$ cat src/rtl/execute_stage.sv
// -----------------------------------------------------------------------------
// execute_stage
//   Single-cycle execute stage of a 16-bit pipeline. It selects the ALU operands,
//   computes the result and the {C,N,Z} flags, and registers the result together
//   with the store data and the memory/writeback control bits for the next stage.
//
//   Optional feature macro: EX_FORWARD_EN
//     When it is defined, the registered result of the previous instruction is
//     forwarded into operand A and/or register operand B (and store data). This
//     happens when that result is valid, will be written back, is not a load,
//     and targets the source register being read.
//
// Ports
//   clk, reset                   clock, asynchronous active-low reset
//   read_data1 / read_data2      register file operands A and B (B = store data)
//   immediateValue               immediate used unextended as operand B when
//                                destination_alu_select = 1
//   alu_operation                3-bit ALU opcode
//   mem_read/mem_write/wb        control bits passed to memory / writeback
//   src1_addr/src2_addr          source register addresses (forwarding compare)
//   dest_addr                    destination register address
//   in_valid, stall, flush       pipeline handshake
//   alu_result_out, store_data_out, mem_read_out, mem_write_out, wb_out,
//   valid_out, dest_addr_out, flags_out ({C,N,Z})   registered stage outputs
// -----------------------------------------------------------------------------
module execute_stage (
  input  logic        clk,
  input  logic        reset,
  input  logic [15:0] read_data1,
  input  logic [15:0] read_data2,
  input  logic [15:0] immediateValue,
  input  logic [2:0]  alu_operation,
  input  logic        destination_alu_select,
  input  logic        mem_read,
  input  logic        mem_write,
  input  logic        wb,
  input  logic [2:0]  src1_addr,
  input  logic [2:0]  src2_addr,
  input  logic [2:0]  dest_addr,
  input  logic        in_valid,
  input  logic        stall,
  input  logic        flush,
  output logic [15:0] alu_result_out,
  output logic [15:0] store_data_out,
  output logic        mem_read_out,
  output logic        mem_write_out,
  output logic        wb_out,
  output logic        valid_out,
  output logic [2:0]  dest_addr_out,
  output logic [2:0]  flags_out
);

  logic [15:0] alu_result_q, alu_result_d;
  logic [15:0] store_data_q, store_data_d;
  logic        mem_read_q, mem_read_d;
  logic        mem_write_q, mem_write_d;
  logic        wb_q, wb_d;
  logic        valid_q, valid_d;
  logic [2:0]  dest_addr_q, dest_addr_d;
  logic [2:0]  flags_q, flags_d;

  logic [15:0] op_a_s;
  logic [15:0] rd2_s;
  logic [15:0] op_b_s;
  logic [15:0] result_s;
  logic        carry_s;
  logic [16:0] sum_s;
  logic [3:0]  shamt_s;
  logic [3:0]  shl_idx_s;

`ifdef EX_FORWARD_EN
  logic        fwd_ok_s;
  // The previous result may be forwarded only if it is a real, non-load writeback.
  assign fwd_ok_s = valid_q & wb_q & ~mem_read_q;
`else
  logic        unused_addr_s;
  assign unused_addr_s = ^{src1_addr, src2_addr};
`endif

  // Operand selection (with optional forwarding from the registered result).
  always_comb begin
    op_a_s = read_data1;
    rd2_s  = read_data2;
`ifdef EX_FORWARD_EN
    if (fwd_ok_s && (dest_addr_q == src1_addr)) begin
      op_a_s = alu_result_q;
    end else begin
      op_a_s = read_data1;
    end
    if (fwd_ok_s && (dest_addr_q == src2_addr)) begin
      rd2_s = alu_result_q;
    end else begin
      rd2_s = read_data2;
    end
`endif
    if (destination_alu_select) begin
      op_b_s = immediateValue;
    end else begin
      op_b_s = rd2_s;
    end
  end

  assign sum_s     = {1'b0, op_a_s} + {1'b0, op_b_s};
  assign shamt_s   = op_b_s[3:0];
  // 16 - shamt modulo 16: the index of the last bit shifted out on a left shift.
  assign shl_idx_s = 4'd0 - shamt_s;

  // ALU result and carry/borrow/shift-out bit.
  always_comb begin
    result_s = op_a_s;
    carry_s  = 1'b0;
    case (alu_operation)
      3'b000: begin result_s = op_a_s;            carry_s = 1'b0;              end
      3'b001: begin result_s = sum_s[15:0];       carry_s = sum_s[16];         end
      3'b010: begin result_s = op_a_s - op_b_s;   carry_s = (op_a_s < op_b_s); end
      3'b011: begin result_s = op_a_s & op_b_s;   carry_s = 1'b0;              end
      3'b100: begin result_s = op_a_s | op_b_s;   carry_s = 1'b0;              end
      3'b101: begin result_s = ~op_a_s;           carry_s = 1'b0;              end
      3'b110: begin
        result_s = op_a_s << shamt_s;
        if (shamt_s != 4'd0) begin
          carry_s = op_a_s[shl_idx_s];
        end else begin
          carry_s = 1'b0;
        end
      end
      3'b111: begin
        result_s = op_a_s >> shamt_s;
        if (shamt_s != 4'd0) begin
          carry_s = op_a_s[shamt_s - 4'd1];
        end else begin
          carry_s = 1'b0;
        end
      end
      default: begin result_s = op_a_s; carry_s = 1'b0; end
    endcase
  end

  // Next-state selection: hold on stall, bubble on flush/invalid, else capture.
  always_comb begin
    alu_result_d = alu_result_q;
    store_data_d = store_data_q;
    mem_read_d   = mem_read_q;
    mem_write_d  = mem_write_q;
    wb_d         = wb_q;
    valid_d      = valid_q;
    dest_addr_d  = dest_addr_q;
    flags_d      = flags_q;
    if (stall && !flush) begin
      flags_d = flags_q;
    end else if (flush || !in_valid) begin
      alu_result_d = 16'h0000;
      store_data_d = 16'h0000;
      mem_read_d   = 1'b0;
      mem_write_d  = 1'b0;
      wb_d         = 1'b0;
      valid_d      = 1'b0;
      dest_addr_d  = 3'b000;
    end else begin
      alu_result_d = result_s;
      store_data_d = rd2_s;
      mem_read_d   = mem_read;
      mem_write_d  = mem_write;
      wb_d         = wb;
      valid_d      = 1'b1;
      dest_addr_d  = dest_addr;
      // A plain pass does not disturb the flags.
      if (alu_operation != 3'b000) begin
        flags_d = {carry_s, result_s[15], (result_s == 16'h0000)};
      end else begin
        flags_d = flags_q;
      end
    end
  end

  // Pipeline register with asynchronous clear.
  always_ff @(posedge clk or negedge reset) begin
    if (!reset) begin
      alu_result_q <= 16'h0000;
      store_data_q <= 16'h0000;
      mem_read_q   <= 1'b0;
      mem_write_q  <= 1'b0;
      wb_q         <= 1'b0;
      valid_q      <= 1'b0;
      dest_addr_q  <= 3'b000;
      flags_q      <= 3'b000;
    end else begin
      alu_result_q <= alu_result_d;
      store_data_q <= store_data_d;
      mem_read_q   <= mem_read_d;
      mem_write_q  <= mem_write_d;
      wb_q         <= wb_d;
      valid_q      <= valid_d;
      dest_addr_q  <= dest_addr_d;
      flags_q      <= flags_d;
    end
  end

  assign alu_result_out = alu_result_q;
  assign store_data_out = store_data_q;
  assign mem_read_out   = mem_read_q;
  assign mem_write_out  = mem_write_q;
  assign wb_out         = wb_q;
  assign valid_out      = valid_q;
  assign dest_addr_out  = dest_addr_q;
  assign flags_out      = flags_q;

endmodule

$ cat config.mk
export PLATFORM = sky130hd
export DESIGN_NAME = execute_stage
export DESIGN_NICKNAME = d
export VERILOG_FILES = /design/src/rtl/execute_stage.sv
export SDC_FILE = /design/constraint.sdc
export NUM_CORES = 1
export LEC_CHECK = 0
export ABC_CLOCK_PERIOD_IN_PS = 1300
export CORE_ASPECT_RATIO = 2
export CORE_MARGIN = 2
export CORE_UTILIZATION = 60
export CTS_BUF_LIST = sky130_fd_sc_hd__clkbuf_8
export CTS_CLUSTER_DIAMETER = 200
export DETAILED_ROUTE_END_ITERATION = 8
export GPL_TIMING_DRIVEN = 0
export PLACE_DENSITY = 0.92
export SYNTH_ARGS = -nofsm -noshare
export SYNTH_HDL_FRONTEND = slang
export SYNTH_SLANG_ARGS = --single-unit
$ cat constraint.sdc
create_clock -name clk -period 1.3 [get_ports clk]
set_clock_uncertainty 0.1 [all_clocks]
set_input_delay 0.195 -clock clk [delete_from_list [all_inputs] [get_ports clk]]
set_output_delay 0.195 -clock clk [all_outputs]
set_load 0.01 [all_outputs]
==> results of run 1 <==
-- cell families after synthesis --
logic type	Yosys count
flops	42
simple gates	221
buf+inv	112
fa+ha+maj	63
mux	90
compound gates	275
xor+xnor	8
-- cells in the mapped netlist, types with 8 or more instances --
cell / number
sky130_fd_sc_hd__clkbuf_1: 48
sky130_fd_sc_hd__o21ai_0: 39
sky130_fd_sc_hd__ha_1: 61
sky130_fd_sc_hd__nor2_1: 65
sky130_fd_sc_hd__o211ai_1: 8
sky130_fd_sc_hd__mux4_2: 8
sky130_fd_sc_hd__a21oi_1: 59
sky130_fd_sc_hd__buf_2: 11
sky130_fd_sc_hd__o31ai_1: 9
sky130_fd_sc_hd__a22oi_1: 12
sky130_fd_sc_hd__nand2_1: 66
sky130_fd_sc_hd__o22ai_1: 11
sky130_fd_sc_hd__or3_1: 8
sky130_fd_sc_hd__nand2b_1: 10
sky130_fd_sc_hd__a211oi_1: 16
sky130_fd_sc_hd__a22o_1: 28
sky130_fd_sc_hd__dfrtp_1: 42
sky130_fd_sc_hd__mux2i_1: 76
sky130_fd_sc_hd__inv_1: 40
sky130_fd_sc_hd__nor3_1: 20
-- repair_timing --
item / CTS
gates resized for setup: 280
setup endpoints to repair: 84
endpoints found under the hold margin: 42
hold buffers: 1
pin swaps: 46
setup buffers: 53
cloned: 0
-- stage by stage --
stage	instances	setup TNS, ns	hold slack (ns)	cell area, µm²
4_1_cts	1108	-27.96	0.0607	9190
3_5_place_dp	1050	-64.90	0.266	7880
3_3_place_gp	1050	-101.67	0.361	7890
2_1_floorplan	811	-29.20	-0.201	6690
-- layer usage --
| metal | GRT overflow | track usage, % |
|---|---|---|
| met3 | 4 | 46.5 |
| met2 | 29 | 95.6 |
| met5 | 0 | 7.27 |
| met1 | 0 | 69.5 |
| met4 | 39 | 81.7 |
==> results, run 1 <==
- Input and output buffers added on the ports amount to 102.
- Counting every sink on the clock net gives 42.
- The synthesized netlist devotes 30.2% of its cell area to compound gates.
- Of the total synthesized cell area, the portion taken by XOR and XNOR cells is 1.37%.
- The async set-reset flop share out of synthesis is 100%.
- After synthesis, the cell types taking the most area are sky130_fd_sc_hd__dfrtp_1 16%, sky130_fd_sc_hd__ha_1 12%, sky130_fd_sc_hd__mux2i_1 12%, sky130_fd_sc_hd__a21oi_1 4.6%, sky130_fd_sc_hd__nand2_1 3.8%.
- Yosys mapped the design onto 84 distinct sky130hd cell types.
- The average cell area after synthesis is 7.98 µm².
- Sequential cells were found to cover 16.2% of the synthesized design area.
- The synthesized design contains 42 register bits.
- The number of warnings printed during yosys synthesis is 0.
- The cell type contributing the most total cell area after synthesis is sky130_fd_sc_hd__dfrtp_1.
- After synthesis, the share of cell area in mux cells is 16.2%.
- In the global route stage, overall resource usage came out at 72.2%.
- In this run the deepest clock path goes through 2 buffers.
- Of the total synthesized cell area, the portion taken by AND, OR, NAND and NOR gates is 16.4%.
- Buffers inserted during clock tree synthesis total 5.
- The cell chosen for the clock root is sky130_fd_sc_hd__clkbuf_8.
- The worst slack at placement is -3.16 ns.
- The global-route wire length before repair is 64500 µm.
- The overall die height is 151 µm.
- The depth of the CTS H-tree is 2.
- The share of the synthesized area in the top cell type is 16.2%.
- The overall die width is 77.4 µm.
- The number of flops mapped to enable cells by yosys is 0.
- Detailed placement finished with a half-perimeter wire length of 23400 µm.
- The total standard cell area after synthesis is 6470 µm².
- The dominant combinational cell family by area after synthesis is compound AO/OA/AOI/OAI gates.
- The maximum number of pins on one net before global-route repair is 43.
- The cell count after synthesis is 811.
- The most used flip-flop cell after synthesis is sky130_fd_sc_hd__dfrtp_1.
- Pin placement for this block handled 111 I/O pins.
- The first error in the log reads "[ERROR GRT-0116] Global routing finished with congestion. Check the congestion regions in the DRC Viewer".
- The flow did not finish.
- The floorplan has 53 rows.
- The overflow left after global routing is 72.
- Routability-driven placement finished with a final weighted congestion of 1.18.
- The number of nets handed over by synthesis was 943.
- Once the floorplan was initialized, standard cells occupied 61.7% of the core.
- The via count of the first global-routing pass came to 10300.
- Summing the areas of all fa, ha and maj instances in the mapped netlist gives 12.4% of the synthesized area.
- It got as far as 5_1_grt and failed there.
==> run 2: changes to the inputs <==
CORE_ASPECT_RATIO = unset   (was 2)
CORE_UTILIZATION = 40   (was 60)
CTS_BUF_LIST = unset   (was sky130_fd_sc_hd__clkbuf_8)
CTS_CLUSTER_DIAMETER = unset   (was 200)
PLACE_DENSITY = unset   (was 0.92)
PLACE_DENSITY_LB_ADDON = 0.15   (was unset)
==> results, run 2 <==
- The flow ran to the end, but the final reports show violations.
- The final reports fail on negative setup slack.
- The clock transition time at the flip-flop clock pins of the worst setup and hold paths is 0.06 ns.
- The timing-limited maximum frequency is 303 MHz.
- STA classifies the critical path endpoint as a flip-flop.
- The total standard cell area after synthesis is 6470 µm² (unchanged).
- The standard cell area after detailed placement was 8000 µm² (+1.5%).
- After the first detailed-routing iteration, the DRC count stood at 914.
- Counting instances in the post-synthesis netlist gives the leading cell types as 76 x sky130_fd_sc_hd__mux2i_1, 66 x sky130_fd_sc_hd__nand2_1, 65 x sky130_fd_sc_hd__nor2_1.
- The analysis attributes to cell leakage a power of 4.50 nW.
- Power spread over the standard cell area amounts to 732 nW/µm².
- The worst hold path belongs to the class primary input to flip-flop.
- In the final layout, the share of cells above drive strength 1 is 33.8%.
- For hold timing, the worst endpoint is store_data_out[0]$_DFFE_PN0N_.
- The worst slack on hold paths is 0.0912 ns.
- The part of the cycle the worst path needs is 254%.
- After global routing the overflow that remains totals 0.
- The overall die height is 131 µm (-13%).
- The maximum buffer depth of the clock tree is 2 (unchanged).
- The endpoint identified for the worst register-to-register timing path is flags_out[2]$_DFFE_PN0P_.
- The antenna violation net count after detailed routing is 0.
- The clock reaches the later pin of the worst-skew pair after 0.28 ns.
- The number of synthesized register bits is 42 (unchanged).
- The total clock buffers created by CTS came to 5 (unchanged).
- After detailed routing, the average wire length per cell comes to 25.3 µm.
- The core footprint is 15800 µm².
- The number of warnings printed during yosys synthesis was 0 (unchanged).
- STA puts the critical path data required time at 1.37 ns.
- The post-synth net total is 943 (unchanged).
- The detailed-placement wirelength estimate was 22300 µm (-4.9%).
- The maximum fanout encountered on the critical timing path is 5.
- The flop-to-flop setup slack is 0.47 ns.
- The maximum number of pins on one net before global-route repair is 32.
- The post-route standard cell area excluding fillers is 10200 µm².
- The number of iterations in the first detailed-routing pass is 5.
- The via count of the first global-routing pass is 7361.
- The standard-cell row count came to 46 (-13%).
- The async set-reset flop share out of synthesis was 100% (unchanged).
- The arrival time of data at the critical path endpoint is 3.37 ns.
- The minimum setup slack in the final design is -2.00 ns.
- The total global-route track usage is 34.0%.
- The number of port buffers is 102 (unchanged).
- The remaining routing DRC violations is 0.
- The number of antenna violations at the first check in global routing is 0.
- The number of distinct standard cells referenced by the synthesized netlist is 84 (unchanged).
- After detailed routing, the number of vias per cell comes to 6.39.
- The number of antenna diodes in the final layout is 0.
- The worst hold path was traced through 2 stages.
- Measured against its own limit, the worst slew margin works out to 49.1%.
- The starting density of the core is 40.9% (-21 points).
- The overall die area is 17200 µm².
- The first global-routing pass estimated 45600 µm of wire.
- The overall die width was 131 µm (+69%).
- The tool flagged a number of max-cap violations equal to 0.
- Compared with the post-synthesis result, the final layout area differs by 57.1%.
- The wire length reported by the detailed router is 31000 µm.
- Across the VDD grid, the largest voltage drop is 553 µV.
- The CTS tree is done.
- The max-slew violation count is 0.
- Of all cell types, the one taking the most synthesized area is sky130_fd_sc_hd__dfrtp_1.
- The average cell area after synthesis is 7.98 µm² (unchanged).
- For the worst flop-to-flop path, the logic depth is 2.
- The startpoint type of the worst setup path is a primary input.
- For this run, the post-layout net count is 1140.
- The library cells used most frequently in the layout, excluding fill and tap cells, are 77 x sky130_fd_sc_hd__buf_4, 64 x sky130_fd_sc_hd__mux2i_1, 64 x sky130_fd_sc_hd__nand2_1.
- The cell sitting at the root of the clock tree is a sky130_fd_sc_hd__clkbuf_16.
- The number of flops mapped to enable cells by yosys is 0 (unchanged).
- The share of the synthesized area in the top cell type was 16.2% (unchanged).
- For the pin with the worst max-slew slack, the measured transition is 0.764 ns.
- Detailed routing inserted a total of 7825 vias.
- The cell with the most instances after synthesis is sky130_fd_sc_hd__mux2i_1.
- The sequential cell area fraction in the yosys report came to 16.2% (unchanged).
- Yosys attributes the largest share of cell area to sky130_fd_sc_hd__dfrtp_1 16%, sky130_fd_sc_hd__ha_1 12%, sky130_fd_sc_hd__mux2i_1 12%, sky130_fd_sc_hd__a21oi_1 4.6%, sky130_fd_sc_hd__nand2_1 3.8%.
- The CTS sink count is 42 (unchanged).
- The time the worst path needs with I/O delays and setup is 3.30 ns.
- Setup repair after global routing could not meet its margin everywhere.
- The cell count after synthesis is 811 (unchanged).
- The path type of the worst setup path is primary input to flip-flop.
- In the synthesized netlist the dominant register cell turns out to be sky130_fd_sc_hd__dfrtp_1.
- The number of setup violations in the final report is 19.
- The routability congestion estimate from global placement is 0.999 (-15%).
- The number of primary I/O pins is 111 (unchanged).
- The library cell used most frequently in the layout, excluding fill and tap cells, is sky130_fd_sc_hd__buf_4.
- The number of filler instances in the final layout is 1355.
- In this run the critical register-to-register path is launched from flags_out[2]$_DFFE_PN0P_.
- The number of failing hold endpoints at the final stage came to 0.
- The depth of the CTS H-tree came to 2 (unchanged).
- The launch point of the worst hold path is read_data2[0].
[run 2: cell counts after synthesis]
Identical to the previous run, type by type.
[run 2: logic make-up after synthesis]
| kind of cell | Yosys count | share of synthesized area, % |
|---|---|---|
| flip-flops | 42 | 16.2 |
| XOR/XNOR | 8 | 1.37 |
| multiplexers | 90 | 16.2 |
| AND/OR/NAND/NOR | 221 | 16.4 |
| adder cells (fa/ha/maj) | 63 | 12.4 |
| buffers and inverters | 112 | 7.21 |
| AO/OA/AOI/OAI | 275 | 30.2 |
[run 2: how the worst max path moves through the flow]
stage / to / depth (start not counted) / start / slack [ns]
global placement: flags_out[0]$_DFFE_PN0P_ / 13 / read_data1[10] / -3.11
finish: alu_result_out[14]$_DFFE_PN0N_ / 18 / destination_alu_select / -2.00
CTS: flags_out[0]$_DFFE_PN0P_ / 14 / read_data1[0] / -2.01
global route: flags_out[0]$_DFFE_PN0P_ / 19 / destination_alu_select / -2.08
floorplan: flags_out[0]$_DFFE_PN0P_ / 17 / destination_alu_select / -2.00
detailed placement: flags_out[0]$_DFFE_PN0P_ / 14 / read_data1[5] / -3.09
[run 2: through the flow]
step           util [%]  TNS [ns]  instances  setup WS [ns]  total power, mW
6_report           64.2    -28.98       1225          -2.00             7.43
5_1_grt            64.2    -30.03       1225          -2.08             7.72
4_1_cts            60.4    -28.76       1198          -2.01             6.94
3_5_place_dp       50.5    -64.38       1130          -3.09             4.78
3_3_place_gp       50.4   -115.57       1129          -3.11             4.80
2_1_floorplan         -    -29.20        811          -2.00             3.57
[run 2: where the power goes]
group,switching (mW),leakage (nW),internal [mW]
Clock,0.484,0.0832,0.869
Combinational,2.55,3.84,2.11
Sequential,0.0388,0.570,1.38
Total,3.08,4.50,4.36
[run 2: worst max-delay path, cell delays in order]
cell,delay [ns]
sky130_fd_sc_hd__buf_16,0.12
sky130_fd_sc_hd__mux2i_4,0.19
sky130_fd_sc_hd__inv_2,0.07
sky130_fd_sc_hd__buf_8,0.11
sky130_fd_sc_hd__buf_12,0.10
sky130_fd_sc_hd__buf_6,0.09
sky130_fd_sc_hd__ha_4,0.15
sky130_fd_sc_hd__inv_2,0.04
sky130_fd_sc_hd__fa_2,0.35
sky130_fd_sc_hd__nand2b_4,0.17
sky130_fd_sc_hd__a21oi_4,0.17
sky130_fd_sc_hd__a41oi_4,0.19
sky130_fd_sc_hd__a221oi_4,0.39
sky130_fd_sc_hd__a2111o_1,0.21
sky130_fd_sc_hd__a22oi_2,0.09
sky130_fd_sc_hd__o32a_1,0.38
sky130_fd_sc_hd__buf_4,0.14
sky130_fd_sc_hd__a22o_1,0.20
[run 2: area by class of cell]
type	instances	area, µm²	share of cell area [%]
plain buffers	62	662	6.51
clock buffers	8	166	1.64
inverters	44	189	1.86
multi-input cells	657	6050	59.5
flip-flops and latches	42	1050	10.3
well taps	216	270	2.66
repair buffers	196	1770	17.5
[run 2: per-layer routing]
metal,vias up,global-route usage [%],part of all wire (%)
li1,3433,-,-
met5,-,0,0
met3,107,4.94,9.4
met2,528,54.3,45
met1,3757,46.3,41
met4,0,13.5,4.9
[run 2: what timing repair did]
item / in CTS / in global routing
setup endpoints to repair: 84 / 29
setup buffers: 63 / 35
gates cloned: 1 / 0
hold endpoints to repair: 42 / 0
resized for setup: 288 / 111
hold buffers: 1 / 0
pin swaps: 36 / 53
No activity file was read; power rests on OpenSTA's default activity.
==> run 3: changes to the inputs <==
ABC_CLOCK_PERIOD_IN_PS = 2900   (was 1300)
clock period = 2.9 ns   (was 1.3 ns; I/O delays follow)
==> results, run 3 (synthesis gave the netlist of run 2 again) <==
- The number of iterations in the first detailed-routing pass is 5 (unchanged).
- The detailed-placement wirelength estimate came to 22100 µm (-0.78%).
- The later-pin clock latency in the skew report was 0.28 ns (about the same).
- The core footprint was 15800 µm² (unchanged).
- The overflow left after global routing was 0 (unchanged).
- The total via count in the routed design is 7659 (-2.1%).
- The violation count after the first detailed-routing iteration is 929 (+1.6%).
- The worst slack at placement was -1.73 ns (+1.36 ns).
- The depth of the CTS H-tree is 2 (unchanged).
- The sequential power share came to 20.1% (+1.1 points).
- The minimum setup slack in the final design was -0.625 ns (+1.37 ns).
- The total power per unit cell area is 328 nW/µm² (-55%).
- The terminating pin of the worst hold path is store_data_out[1]$_DFFE_PN0N_.
- The cell chosen for the clock root is sky130_fd_sc_hd__clkbuf_16.
- The number of port buffers was 102 (unchanged).
- The met2 layer usage reported by global route is 52.3% (-2.0 points).
- The global-route wire length before repair is 44300 µm (-2.9%).
- The maximum fanout encountered on the critical timing path is 6 (+1).
- The launch point of the worst hold path is read_data2[1].
- The maximum number of pins on one net before global-route repair is 32 (unchanged).
- The clock transition time at the flip-flop clock pins of the worst setup and hold paths came to 0.06 ns (about the same).
- The worst register-to-register path ends at flags_out[2]$_DFFE_PN0P_.
- The routability congestion estimate from global placement is 1.02 (+2.4%).
- The arrival time of data at the critical path endpoint is 3.60 ns (+0.23 ns).
- The net count reported at finish came to 1116 (-2.1%).
- The reported max-cap violation count came to 0 (unchanged).
- The antenna violation net count after detailed routing is 0 (unchanged).
- The reported net switching power is 1.33 mW (-57%).
- The cell depth of the worst flop-to-flop path was 2 (unchanged).
- The run finished, with violations left.
- The critical path in this run is classified as primary input to flip-flop.
- The overall die width is 131 µm (unchanged).
- Setup repair after global routing could not meet its margin everywhere.
- The overall die height came to 131 µm (unchanged).
- The number of setup violations in the final report is 13 (-6).
- The total internal power was 1.84 mW (-58%).
- The share of layout cells above drive strength 1 is 28.6% (-5.2 points).
- The number of antenna violations at the first check in global routing came to 0 (unchanged).
- The remaining routing DRC violations is 0 (unchanged).
- The total power consumption of the routed design is 3.17 mW (-57%).
- The max-slew violation count is 0 (unchanged).
- The transition time at the pin with the least slew margin was 0.792 ns (+0.0281 ns).
- STA classifies the critical path startpoint as a primary input.
- The number of failing hold endpoints at the final stage is 0 (unchanged).
- The count of cells along the worst hold path is 2 (unchanged).
- The logic gate share of total power is 62.1% (-0.7 points).
- The wire length reported by the detailed router is 30000 µm (-3.4%).
- The leakage power figure is 4.06 nW (-9.7%).
- The CTS tree is done.
- The smallest clock period supported by the final layout is computed as 3.53 ns.
- The worst-case headroom to the max-slew limit is 47.2% (-1.9 points).
- The most frequent standard cell in the layout excluding fill and tap cells is sky130_fd_sc_hd__clkdlybuf4s50_1.
- The post-synthesis to final-layout area growth is 49.3%.
- The post-route standard cell area excluding fillers came to 9660 µm² (-4.9%).
- The final antenna diode count is 0 (unchanged).
- The met1 layer usage reported by global route is 45.7% (-0.51 points).
- The mean routed wirelength per cell is 25.0 µm (-1.4%).
- The clock share of power is 17.8% (-0.4 points).
- The worst-case vdd ir drop is 268 µV (-52%).
- The average via count per standard cell is 6.38 (-0.17%).
- The total clock buffers created by CTS came to 5 (unchanged).
- The part of the cycle the worst path needs is 122%.
- The starting density of the core is 40.9% (unchanged).
- The standard-cell row count came to 46 (unchanged).
- The met3 track demand over resource in global routing is 5.75% (+0.81 points).
- The CTS sink count is 42 (unchanged).
- In this run the critical register-to-register path is launched from flags_out[2]$_DFFE_PN0P_.
- The maximum buffer depth of the clock tree is 2 (unchanged).
- The number of primary I/O pins is 111 (unchanged).
- The checks that failed: negative setup slack.
- The layer flagged by global routing as most heavily used is met2.
- STA classifies the critical path endpoint as a flip-flop.
- The top cell types in the final layout, fill and taps aside, are 82 x sky130_fd_sc_hd__clkdlybuf4s50_1, 66 x sky130_fd_sc_hd__mux2i_1, 66 x sky130_fd_sc_hd__buf_4.
- The flop-to-flop setup slack is 2.04 ns (+1.57 ns).
- The via count of the first global-routing pass is 7215 (-2.0%).
- The total global-route track usage is 32.9% (-1.1 points).
- The worst path required time was 2.98 ns (+1.61 ns).
- The switching power share of the total is 42.0% (+0.58 points).
- The timing-limited maximum frequency is 284 MHz.
- The standard cell area after detailed placement is 7980 µm² (-0.20%).
- The overall die area is 17200 µm² (unchanged).
- The class of the tightest hold or removal check is primary input to flip-flop.
[run 3: cell count changes in the layout (fill, tap and decap cells not counted), sizes merged]
cell / previous run / this run
buf: 121 / 102
dlygate4sd2: 46 / 2
clkbuf: 49 / 42
clkdlybuf4s50: 36 / 82
clkinv: 0 / 1
clkdlybuf4s18: 1 / 0
[run 3: layout make-up]
class,instances,area (µm²)
plain buffers,62,547
clock buffers,7,143
clock inverters,1,5.00
fillers,1381,6170
inverters,44,186
multi-input cells,657,5860
flip-flops and latches,42,1050
well taps,216,270
repair buffers,172,1600
[run 3: power groups by stage]
stage | Combinational [mW] | Sequential (mW) | Clock, mW
global route | 2.05 | 0.640 | 0.597
CTS | 1.71 | 0.637 | 0.566
finish | 1.97 | 0.637 | 0.563
floorplan | 0.939 | 0.658 | 0
global placement | 1.49 | 0.646 | 0
detailed placement | 1.49 | 0.646 | 0
[run 3: per-stage QoR]
step,hold slack [ns],TNS (ns),util (%),cells
CTS,0.385,-4.90,56.4,1169
detailed placement,0.234,-22.74,50.4,1130
finish,0.344,-4.06,61.0,1201
global placement,0.362,-22.93,50.3,1129
floorplan,0.0394,-4.34,-,811
global route,0.344,-4.58,61.0,1201
[run 3: timing repair]
action / CTS / global route
endpoints found under the setup margin: 19 / 18
endpoints found under the hold margin: 11 / 0
hold buffers: 1 / 0
gates cloned: 0 / 1
resized for setup: 147 / 138
pin swaps: 24 / 44
setup buffers: 33 / 36
[run 3: worst max-delay path by stage]
stage / startpoint / end / slack (ns) / cells after the start
after floorplan: destination_alu_select / flags_out[0]$_DFFE_PN0P_ / -0.64 / 17
after global placement: read_data1[10] / flags_out[0]$_DFFE_PN0P_ / -1.77 / 13
after detailed placement: read_data2[1] / flags_out[0]$_DFFE_PN0P_ / -1.73 / 15
after CTS: destination_alu_select / flags_out[0]$_DFFE_PN0P_ / -0.69 / 17
after global routing: destination_alu_select / alu_result_out[14]$_DFFE_PN0N_ / -0.69 / 16
final: destination_alu_select / alu_result_out[14]$_DFFE_PN0N_ / -0.63 / 16
[run 3: layer usage]
layer,part of all wire [%],wire length (µm),vias up
li1,-,-,3387
met1,42,12500,3665
met2,45,13600,536
met3,9.3,2780,71
met4,3.7,1120,0
met5,0,0,-
[run 3: critical path, cell delays in order]
cell	delay (ns)
sky130_fd_sc_hd__buf_16	0.13
sky130_fd_sc_hd__mux2i_4	0.20
sky130_fd_sc_hd__buf_8	0.14
sky130_fd_sc_hd__buf_12	0.12
sky130_fd_sc_hd__buf_12	0.13
sky130_fd_sc_hd__buf_6	0.12
sky130_fd_sc_hd__fa_2	0.37
sky130_fd_sc_hd__nand2b_4	0.18
sky130_fd_sc_hd__a21oi_4	0.20
sky130_fd_sc_hd__a41oi_4	0.16
sky130_fd_sc_hd__a221oi_4	0.37
sky130_fd_sc_hd__a2111o_1	0.21
sky130_fd_sc_hd__a22oi_2	0.10
sky130_fd_sc_hd__o32a_1	0.39
sky130_fd_sc_hd__buf_4	0.14
sky130_fd_sc_hd__a22o_1	0.19
==> run 4: changes to the inputs <==
CTS_CLUSTER_DIAMETER = 200   (was unset)
==> results of run 4 <==
Same layout as run 3: the final DEF is identical, and so are final timing and power.
